**src/rtl/multiplier_if.sv**
```systemverilog
// Start/operand/result bundle for the sequential 32x32 multiplier.
interface multiplier_if;
  logic        start;
  logic [31:0] multiplicand;
  logic [31:0] multiplier;
  logic        busy;
  logic        finish;
  logic [63:0] product;

  modport master (output start, multiplicand, multiplier,
                  input  busy, finish, product);
  modport slave  (input  start, multiplicand, multiplier,
                  output busy, finish, product);
endinterface

```
**src/rtl/multiplier.sv**
```systemverilog
// Sequential 32x32 -> 64 multiplier, one radix-2 step per clock, fixed 32-step latency.
// Define MULTIPLIER_SIGNED_EN for two's-complement Booth recoding; default is unsigned shift-add.
//
// state | meaning
// IDLE  | waiting for start, product holds last result
// CALC  | one radix-2 step per edge, 32 steps
// DONE  | product valid, finish high, start restarts
module multiplier (
  input  logic          clk,
  input  logic          rst,
  multiplier_if.slave   bus
);

  typedef enum logic [1:0] {S_IDLE = 2'd0, S_CALC = 2'd1, S_DONE = 2'd2} state_e;

  state_e      state_q, state_d;
  logic [31:0] a_q, b_q;
  logic [63:0] acc_q, acc_d;
  logic [5:0]  cnt_q;
  logic [63:0] product_q;
  logic [32:0] sum;
  logic        cur_bit;
  logic        load, step, last, busy, finish;

  always_ff @(posedge clk) begin
    if (!rst) state_q <= S_IDLE;
    else      state_q <= state_d;
  end

  always_comb begin
    state_d = state_q;
    case (state_q)
      S_IDLE:  if (bus.start) state_d = S_CALC;
      S_CALC:  if (cnt_q == 6'd31) state_d = S_DONE;
      S_DONE:  if (bus.start) state_d = S_CALC;
      default: state_d = S_IDLE;
    endcase
  end

  always_comb begin
    load   = 1'b0;
    step   = 1'b0;
    last   = 1'b0;
    busy   = 1'b0;
    finish = 1'b0;
    case (state_q)
      S_IDLE: load = bus.start;
      S_CALC: begin
        step = 1'b1;
        busy = 1'b1;
        last = (cnt_q == 6'd31);
      end
      S_DONE: begin
        finish = 1'b1;
        load   = bus.start;
      end
      default: ;
    endcase
  end

  assign cur_bit = b_q[cnt_q[4:0]];

`ifdef MULTIPLIER_SIGNED_EN
  logic bprev_q;

  // Booth pair {B[i],B[i-1]}; 33-bit signed add keeps the carry before the arithmetic shift
  always_comb begin
    case ({cur_bit, bprev_q})
      2'b01:   sum = {acc_q[63], acc_q[63:32]} + {a_q[31], a_q};
      2'b10:   sum = {acc_q[63], acc_q[63:32]} - {a_q[31], a_q};
      default: sum = {acc_q[63], acc_q[63:32]};
    endcase
  end

  always_ff @(posedge clk) begin
    if (!rst)      bprev_q <= 1'b0;
    else if (load) bprev_q <= 1'b0;
    else if (step) bprev_q <= cur_bit;
  end
`else
  always_comb begin
    sum = {1'b0, acc_q[63:32]} + (cur_bit ? {1'b0, a_q} : 33'd0);
  end
`endif

  // sum[32] becomes the new top bit: carry for unsigned, sign extension for Booth
  assign acc_d = {sum, acc_q[31:1]};

  always_ff @(posedge clk) begin
    if (!rst) begin
      a_q       <= 32'd0;
      b_q       <= 32'd0;
      acc_q     <= 64'd0;
      cnt_q     <= 6'd0;
      product_q <= 64'd0;
    end else begin
      if (load) begin
        a_q   <= bus.multiplicand;
        b_q   <= bus.multiplier;
        acc_q <= 64'd0;
        cnt_q <= 6'd0;
      end else if (step) begin
        acc_q <= acc_d;
        cnt_q <= cnt_q + 6'd1;
      end
      if (last) product_q <= acc_d;
    end
  end

  assign bus.busy    = busy;
  assign bus.finish  = finish;
  assign bus.product = product_q;

endmodule

```
**src/flat_wrapper.sv**
```systemverilog
// flat-port wrapper written by rule: the top's interface ports become plain ports
module multiplier_flat 
  (clk, rst, bus_start, bus_multiplicand, bus_multiplier, bus_busy, bus_finish, bus_product);
  multiplier_if bus_i ();
  input  logic clk;
  input  logic rst;
  input wire logic [$bits(bus_i.start)-1:0] bus_start;
  input wire logic [$bits(bus_i.multiplicand)-1:0] bus_multiplicand;
  input wire logic [$bits(bus_i.multiplier)-1:0] bus_multiplier;
  output wire logic [$bits(bus_i.busy)-1:0] bus_busy;
  output wire logic [$bits(bus_i.finish)-1:0] bus_finish;
  output wire logic [$bits(bus_i.product)-1:0] bus_product;
  assign bus_i.start = bus_start;
  assign bus_i.multiplicand = bus_multiplicand;
  assign bus_i.multiplier = bus_multiplier;
  assign bus_busy = bus_i.busy;
  assign bus_finish = bus_i.finish;
  assign bus_product = bus_i.product;
  multiplier u_core (.clk(clk), .rst(rst), .bus(bus_i));
endmodule
```
**config.mk**
```make
export PLATFORM = sky130hd
export DESIGN_NAME = multiplier_flat
export DESIGN_NICKNAME = d
export VERILOG_FILES = /design/src/rtl/multiplier_if.sv /design/src/rtl/multiplier.sv /design/src/flat_wrapper.sv
export SDC_FILE = /design/constraint.sdc
export NUM_CORES = 1
export LEC_CHECK = 0
export ABC_AREA = 1
export CAP_MARGIN = 10
export CORE_ASPECT_RATIO = 2
export CORE_MARGIN = 2
export CORE_UTILIZATION = 45
export DETAILED_ROUTE_END_ITERATION = 10
export PLACE_DENSITY_LB_ADDON = 0.15
export SLEW_MARGIN = 20
export SYNTH_ARGS = -nofsm -noshare
export SYNTH_HDL_FRONTEND = slang
export SYNTH_SLANG_ARGS = --single-unit
```
**constraint.sdc**
```tcl
create_clock -name clk -period 4.1 [get_ports clk]
set_input_delay 0.82 -clock clk [delete_from_list [all_inputs] [get_ports clk]]
set_output_delay 0.82 -clock clk [all_outputs]
set_load 0.005 [all_outputs]
```
==> results.sh <==
export IMPL_synthesis_area_sq_mm=0.0103
export IMPL_coreArea_sq_mm=0.0225
export IMPL_num_nets_final=1729
export IMPL_reg2regPathDepth=21
export IMPL_async_reset_ff_share_pct=0
export IMPL_cap_viol_max_count=0
export IMPL_grt_util_met1_pct=24.5
export IMPL_grt_met3_usage_pct=4.67
export IMPL_cp_startpoint="u_core.cnt_q[1]"
export IMPL_design_portCount=133
export IMPL_synthFlopType="dfxtp_1"
export IMPL_ys_seq_area_share_pct=38.8
export IMPL_io_buffers=132
export IMPL_grt_ovfl_total=0
export IMPL_synthDistinctLibCells=33
export IMPL_crit_path_max_fanout=15
export IMPL_clock_sinks=199
export IMPL_final_common_cell="nand2_1"
export IMPL_synthCells=1530
export IMPL_cts_resized=0
export IMPL_power_density_mw_per_mm2=351
export IMPL_ys_ff_latch=199
export IMPL_fillers=2283
export IMPL_fin_crit_sh_pct=87.0
export IMPL_postCtsSetupRepairBufs=0
export IMPL_fmax_mhz=280
export IMPL_top_usage_layer="met2"
export IMPL_synth_edf_count=0
export IMPL_ant_nets=0
export IMPL_die_x_um=111
export IMPL_path_clk_slew_ns=0.07
export IMPL_setup_viol=0
export IMPL_start_util_pct=45.5
export IMPL_first_pass_iters=5
export IMPL_worstReg2RegEnd="u_core.bus.product[47]"
export IMPL_start_kind="register"
export IMPL_setup_tns_ns=0
export IMPL_vias=9526
export IMPL_worstPathArrival_ns=3.91
export IMPL_clock_latency_ns=0.46
export IMPL_worstReg2RegStart="u_core.cnt_q[1]"
export IMPL_seq_area_sq_mm=0.00398
export IMPL_hold_buffers=0
export IMPL_grt_use_total_pct=24.4
export IMPL_die_area_sq_mm=0.0241
export IMPL_row_count=78
export IMPL_stdcell_area_sq_mm=0.0123
export IMPL_status="finished clean"
export IMPL_fin_skew_ns=0.00985
export IMPL_rsz0062_at_grt="false"
export IMPL_fin_crit_ns=3.57
export IMPL_multi_input_area_sq_mm=0.00508
export IMPL_gp_congestion=0.977
export IMPL_drc=0
export IMPL_endpoint="u_core.bus.product[47]"
export IMPL_cts_buffers=17
export IMPL_utilization_pct=54.7
export IMPL_grt_pass1_wl_um=46600
export IMPL_p_leak_nw=5.65
export IMPL_end_kind="register"
export IMPL_r2r_setup_slack_ns=0.53
export IMPL_syn_nets=1631
export IMPL_area_growth_pct=20.2
export IMPL_critical_path_class="register to register"
export IMPL_fin_hold_ws_ns=0.455
export IMPL_power_mw=4.33
export IMPL_htree_levels=4
export IMPL_grt_pass1_vias=9302
export IMPL_post_drt_wl_per_cell_um=15.0
export IMPL_vdd_drop_max_mv=0.387
export IMPL_drtIter0Drc=375
export IMPL_worst_pin_slew_ns=1.01
export IMPL_via_per_inst=4.96
export IMPL_cts_tree="yes"
export IMPL_hold_class="register to register"
export IMPL_maxSlewViolCount=0
export IMPL_yosys_warnings=0
export IMPL_synth_area_per_cell_sq_um=6.70
export IMPL_dpl_instance_area_sq_mm=0.0117
export IMPL_cts_buffer_depth=2
export IMPL_antenna_found_initial=1
export IMPL_dp_hpwl_um=21000
export IMPL_relSlewSlack_pct=32.3
export IMPL_wirelength_um=28700
export IMPL_cts_root_buf="clkbuf_16"
export IMPL_hold_viol_final=0
export IMPL_grtUsageMet2_pct=45.9
export IMPL_grt_start_max_net_pins=96
export IMPL_drive_gt1_share_pct=7.43
export IMPL_fp_dieH_um=218
export IMPL_final_cell_mix="369 x nand2_1, 219 x nor2_1, 216 x inv_1"
export IMPL_cp_required_ns=4.45
## cells in the mapped netlist (2+ instances only)
| master | n | area, sq um |
|---|---|---|
| o21bai_1 | 8 | 60.1 |
| nor2_1 | 220 | 826 |
| nand4_1 | 5 | 31.3 |
| inv_1 | 217 | 815 |
| a21oi_1 | 94 | 470 |
| buf_2 | 12 | 60.1 |
| nor3_1 | 8 | 40.0 |
| o21ai_0 | 109 | 546 |
| buf_8 | 2 | 30.0 |
| buf_4 | 7 | 52.6 |
| dfxtp_1 | 199 | 3980 |
| nand2_2 | 30 | 188 |
| buf_12 | 2 | 40.0 |
| a21oi_2 | 33 | 289 |
| nand2_1 | 369 | 1390 |
| nand3_1 | 76 | 380 |
| o22ai_1 | 3 | 18.8 |
| xor2_1 | 9 | 78.8 |
| clkbuf_1 | 41 | 154 |
| o21a_1 | 20 | 150 |
| o211ai_1 | 8 | 60.1 |
| buf_1 | 3 | 11.3 |
| xnor2_1 | 5 | 43.8 |
| a21o_1 | 5 | 37.5 |
| inv_2 | 5 | 18.8 |
| ha_1 | 33 | 413 |
## cell type report
type                    count  share of cell area [%]
diodes                      1                  0.0203
clock buffers              17                    3.45
clock inverters            15                    1.63
inverters                 223                    6.80
multi-input cells        1040                    41.2
flip-flops and latches    199                    32.3
well taps                 280                    2.84
repair buffers            147                    11.8
## power by group
group / internal [mW] / leakage (nW) / switching (mW) / total, mW
Combinational: 0.190 / 3.72 / 0.314 / 0.503
Sequential: 2.00 / 1.62 / 0.0367 / 2.04
Clock: 0.939 / 0.308 / 0.842 / 1.78
## kinds of logic after synthesis
group | Yosys count | share of synthesized area [%]
and+or+nand+nor | 711 | 28.1
buffers and inverters | 291 | 11.7
AOI/OAI and AO/OA | 281 | 16.0
DFF | 199 | 38.8
adders and majority gates | 34 | 4.22
xor gates and xnor gates | 14 | 1.20
## layer usage
layer | part of all wire [%] | vias to the layer above
li1 | - | 4966
met1 | 37 | 4307
met2 | 53 | 178
met3 | 3.5 | 75
met4 | 5.6 | 0
met5 | 0 | -
## worst max-delay path: stages (launching register included)
cell and delay (ns):
dfxtp_1 0.62, inv_1 0.18, o21ai_0 0.11, o22ai_1 0.08, nand2_1 0.06, nand2_1 0.05, a21oi_1 0.11, nand2_1 0.07
nand2_2 0.29, nor2_1 0.09, ha_1 0.23, fa_1 0.46, nand3_1 0.12, nand3_1 0.16, nand2_1 0.10, nand2_1 0.13
nand2_1 0.11, nand2_1 0.08, nand2_1 0.09, nand3_1 0.09, o211ai_1 0.14, inv_1 0.07
## registers in the layout, summed over array words and instances (netlist names)
name,count
u_core.state_q,2
u_core.bus.product,64
u_core.a_q,32
u_core.cnt_q,6
u_core.acc_q,63
u_core.b_q,32
## worst min path at each step
stage | endpoint | slack (ns) | start | cells after the start
after floorplan | u_core.a_q[10] | 0.43 | u_core.a_q[10] | 2
after global placement | u_core.a_q[1] | 0.44 | u_core.a_q[1] | 2
after detailed placement | u_core.a_q[31] | 0.45 | u_core.a_q[31] | 2
after CTS | u_core.a_q[31] | 0.46 | u_core.a_q[31] | 2
after global routing | u_core.a_q[31] | 0.48 | u_core.a_q[31] | 2
final | u_core.a_q[31] | 0.45 | u_core.a_q[31] | 2
## per-stage QoR
step / std cells / setup WS, ns
after floorplan: 1530 / 1.23
final: 1922 / 0.531
after global placement: 1889 / 0.572
after detailed placement: 1889 / 0.554
after global routing: 1922 / 0.129
after CTS: 1921 / 0.536
(Power assumes the default switching activity.)
==> variant 1: new RTL, config.mk and constraints unchanged <==
Build with the macro `MULTIPLIER_SIGNED_EN` defined.
--- a/src/rtl/multiplier.sv
+++ b/src/rtl/multiplier.sv
@@ -5,6 +5,8 @@
 // IDLE  | waiting for start, product holds last result
 // CALC  | one radix-2 step per edge, 32 steps
 // DONE  | product valid, finish high, start restarts
+`define MULTIPLIER_SIGNED_EN
+
 module multiplier (
   input  logic          clk,
   input  logic          rst,
Function: no difference found for any inputs over 10 cycles, from zero or initial values and one cycle with rst low; that may be too few to reach the edited logic, so the function may still have changed.
==> variant 1 against the unedited design <==
Setup slack lost 250 ps. Wire length is 16% higher. Final cell count grew 6.7%. Critical endpoint is now u_core.bus.product[61]$_SDFFE_PN0P_. Sequential cell count is 1 higher. Design area increased by 7.7%. Synthesized area grew 6.1%.
Power is not compared: it rests on default switching activity, and its combinational part moved more than twofold at a synthesized area within 25%.
==> variant 1: results (changes against the unedited design) <==
- Status: finished clean
- Synth cell count leaders: nand2_1, nor2_1, dfxtp_1, inv_1, o21ai_0
- Sink Count: 200 (+0.50%)
- Yosys warnings: 0 (unchanged)
- Final Skew: 8.80 ps (-1.05 ps)
- Slowest library cell on the worst path: dfxtp_4
- Worst r2r path cells: 26 (+24%)
- Routed WL per cell: 16.2 um (+8.3%)
- Switching share of power: 34.0%
- Wire length of the first global-routing pass: 53.2 mm (+14%)
- DPL Wire Length: 24.7 mm (+18%)
- Cells after Synth: 1649 (+7.8%)
- Pleak: 6.03 nW
- Post-place setup slack: -45.1 ps (-599 ps)
- Max incr delay on CP: 420 ps (-200 ps)
- Fraction of area in multi-input gates: 45.5% (+4.4 points)
- Inserted Diodes: 0 (-1)
- WS Path Type: flop to flop
- Clock buffer cells: 18 (+1)
- Top FF cell, synth: dfxtp_1
- Synth cell types: 48 (+45%)
- Dpl cell area: 0.0124 sq mm (+6.1%)
- Multi-input gate count: 1181 (+14%)
- Clk cell area share: 4.46% (-0.63 points)
- Post-layout nets: 1853 (+7.2%)
- Min cycle time layout: 3820 ps (+249 ps)
- Post-CTS Resized: 7 (+7)
- Die area: 0.0255 sq mm (+6.0%)
- Initial antenna violation count: 0 (-1)
- Sequential share of cell area: 30.2% (-2.1 points)
- NonClk Buf Share: 11.5% (-0.27 points)
- Worst reg2reg startpoint: u_core.cnt_q[0]$_SDFFE_PP0P_
- Filler instances: 2463 (+7.9%)
- Syn Nets: 1752 (+7.4%)
- Via density: 5.20 (+4.9%)
- Reg2Reg Setup Slack: 280 ps (-250 ps)
- Routability congestion estimate: 0.947 (-3.1%)
- Buffers, non-clock: 155 (+5.4%)
- Maximum root-to-sink buffer count: 2 (unchanged)
- Largest register FFs: 64 (unchanged)
- Via Count: 10700 (+12%)
- H-tree levels: 4 (unchanged)
- Multi-input gate area: 0.00605 sq mm (+19%)
- GR Util All Layers: 26.8% (+2.4 points)
- Layout cell share with drive strength beyond 1: 8.28% (+0.85 points)
- Worst setup path endpoint: u_core.bus.product[61]$_SDFFE_PN0P_
- Arr. time, crit path: 4170 ps (+260 ps)
- Non-Clock Inverter Count: 195 (-13%)
- Drt first-iter violations: 462 (+23%)
- Crit-path max FO: 20 (+5)
- Worst slew pin tran: 959 ps (-54.9 ps)
- TritonCTS Buffers: 17 (unchanged)
- Area contributors post-synth: dfxtp_1, nand2_1, nor2_1
- Share of flip-flops with an asynchronous set or reset: 0% (unchanged)
- Placed Instances: 2015 (+6.7%)
- Largest net degree at the start of global routing: 79 (-18%)
- Worst VDD drop: 0.322 mV
- Seq/Total Area, Yosys: 36.8% (-2.1 points)
[variant 1: cell types whose count changed after synthesis, moves of 23 or more]
cell     unedited run  this run
nor2_1            220       304
nand2_1           369       332
o21ai_0           109       142
a21oi_2            33         1
inv_1             217       187
o21ai_1             1        30
nand2_2            30         7
[variant 1: cells by family after synthesis]
family | synth area share [%]
and+or+nand+nor | 29.2
adders and majority gates | 4.21
DFF | 36.8
AOI/OAI and AO/OA | 17.0
buffers and inverters | 9.93
xor gates and xnor gates | 2.82
[variant 1: worst min-delay path by stage]
| stage | to | start | cells past startpoint | slack (ps) |
|---|---|---|---|---|
| final | u_core.acc_q[1]$_SDFFE_PP0P_ | u_core.acc_q[1]$_SDFFE_PP0P_ | 2 | 470 |
| after CTS | u_core.acc_q[1]$_SDFFE_PP0P_ | u_core.acc_q[1]$_SDFFE_PP0P_ | 2 | 470 |
| after detailed placement | u_core.acc_q[1]$_SDFFE_PP0P_ | u_core.acc_q[1]$_SDFFE_PP0P_ | 2 | 460 |
| after global routing | u_core.acc_q[1]$_SDFFE_PP0P_ | u_core.acc_q[1]$_SDFFE_PP0P_ | 2 | 490 |
| after floorplan | u_core.acc_q[1]$_SDFFE_PP0P_ | u_core.acc_q[1]$_SDFFE_PP0P_ | 2 | 440 |
| after global placement | u_core.acc_q[1]$_SDFFE_PP0P_ | u_core.acc_q[1]$_SDFFE_PP0P_ | 2 | 450 |
[variant 1: per-layer routing]
layer,track usage [%],part of all wire [%]
met1,25.3,35
met2,52.2,56
met3,3.57,2.7
met4,17.0,6.8
met5,0,0
==> variant 2: new RTL, same settings <==
Without the edit above. Re-encode `state_e` (3 states) as one-hot, 3 bits wide.
--- a/src/rtl/multiplier.sv
+++ b/src/rtl/multiplier.sv
@@ -11,7 +11,7 @@
   multiplier_if.slave   bus
 );
 
-  typedef enum logic [1:0] {S_IDLE = 2'd0, S_CALC = 2'd1, S_DONE = 2'd2} state_e;
+  typedef enum logic [2:0] {S_IDLE = 3'b001, S_CALC = 3'b010, S_DONE = 3'b100} state_e;
 
   state_e      state_q, state_d;
   logic [31:0] a_q, b_q;
Formal check against the unedited RTL: no difference found for any inputs over 10 cycles, from zero or initial values and one cycle with rst low; not proved beyond that.
==> variant 2 against the unedited design <==
Design area fell by 1.6%. Die area fell by 0.72%. Utilization rose by 0.082 points. Non-clock buffer count fell by 2. Synthesized cell count rose by 1.6%. Hold slack improved by 1.1 ps. Via count barely moved. Wire length fell by 1.3%. Sequential cell count rose by 1. Setup slack got worse by 9.1 ps. Synthesized area fell by 0.74%. Clock skew rose by 1.7 ps. Total power barely moved.
==> variant 2: results (changes against the unedited design) <==
- Number of global-route vias before repair: 9362 (+0.65%)
- Synth cell count leaders: nand2_1, nor2_1, inv_1, dfxtp_1, o21ai_0
- DPL Wire Length: 20.9 mm (-0.57%)
- Crit-path max FO: 18 (+3)
- Inserted Diodes: 0 (-1)
- Drt first-iter violations: 286 (-24%)
- Synth cell types: 40 (+21%)
- Routability congestion estimate: 0.975 (-0.19%)
- Wire length of the first global-routing pass: 45.7 mm (-2.0%)
- GR Util All Layers: 25.0% (+0.67 points)
- First drt pass iteration count: 4 (-1)
- Switching share of power: 28.6% (+1.0 points)
- Placed Instances: 1908 (+1.0%)
- Rel. slew slack: 35.2% (+2.9 points)
- Layout cell share with drive strength beyond 1: 4.33% (-3.1 points)
- Filler instances: 2266 (-0.74%)
- Area contributors post-synth: dfxtp_1, nand2_1, nor2_1
- Post-layout nets: 1752 (+1.3%)
- Cells after Synth: 1555 (+1.6%)
- Pleak: 5.48 nW (-2.9%)
- Status: finished clean
- Largest net degree at the start of global routing: 83 (-14%)
- Dpl cell area: 0.0116 sq mm (-1.2%)
- Final Skew: 11.5 ps (+1.66 ps)
- Via density: 4.91 (-0.98%)
- Arr. time, crit path: 3930 ps (+20 ps)
- Syn Nets: 1656 (+1.5%)
- Max incr delay on CP: 550 ps (-70 ps)
- Via Count: 9521 (-0.052%)
## variant 2: power by group through the flow
stage / logic [W] / clock network (W) / registers [W]
2_1_floorplan: 0.000416 / 0 / 0.00213
3_3_place_gp: 0.000595 / 0 / 0.00215
3_5_place_dp: 0.000604 / 0 / 0.00215
4_1_cts: 0.000606 / 0.00168 / 0.00210
5_1_grt: 0.000679 / 0.00175 / 0.00212
6_report: 0.000596 / 0.00163 / 0.00210
## variant 2: worst register-to-register path: stages, from the launching register on
cell	delay, ps
dfxtp_1	550
inv_4	150
o21ai_0	220
o211ai_1	120
nand3_1	100
nand4_1	100
nand2_2	280
buf_12	220
nor2_1	90
fa_1	480
nand3_1	120
nand3_1	130
nand3_1	110
nand3b_1	240
or2_2	370
nand2_1	70
a21o_1	100
inv_1	30
## variant 2: worst paths after layout
check                                    start                            end  slack [ps]  depth (start not counted)
setup / recovery  u_core.cnt_q[0]$_SDFFE_PP0P_  u_core.acc_q[43]$_SDFFE_PP0P_         520                         17
hold reg to reg    u_core.a_q[23]$_SDFFE_PN0P_    u_core.a_q[23]$_SDFFE_PN0P_         460                          2
setup reg to reg  u_core.cnt_q[0]$_SDFFE_PP0P_  u_core.acc_q[43]$_SDFFE_PP0P_         520                         17
hold / removal     u_core.a_q[23]$_SDFFE_PN0P_    u_core.a_q[23]$_SDFFE_PN0P_         460                          2
## variant 2: kinds of logic after synthesis
kind of cell | synth area share (%)
and+or+nand+nor | 30.2
buffers and inverters | 11.8
AOI/OAI and AO/OA | 13.3
DFF | 39.3
adders and majority gates | 4.25
xor gates and xnor gates | 1.12
## variant 2: layout make-up
cell class                      instances  area (sq um)  share of cell area (%)
Timing Repair Buffer                  145          1440                    11.9
Tap cell                              276           345                    2.84
Clock inverter                         14           135                    1.11
Multi-Input combinational cell       1076          4980                    41.0
Inverter                              211           800                    6.58
Sequential cell                       200          4000                    33.0
Clock buffer                           18           439                    3.62
## variant 2: per-layer routing
layer	global-route usage, %	share of wire, %	up-vias
met5	0	0	-
met4	14.0	5.8	0
met3	5.77	4.1	71
met2	46.6	53	197
met1	24.3	37	4234
li1	-	-	5019
## variant 2: stage by stage
stage	worst slack, ps	power [W]
after global placement	677	0.00274
after CTS	541	0.00439
after global routing	222	0.00454
after detailed placement	564	0.00275
after floorplan	1190	0.00254
final	522	0.00432
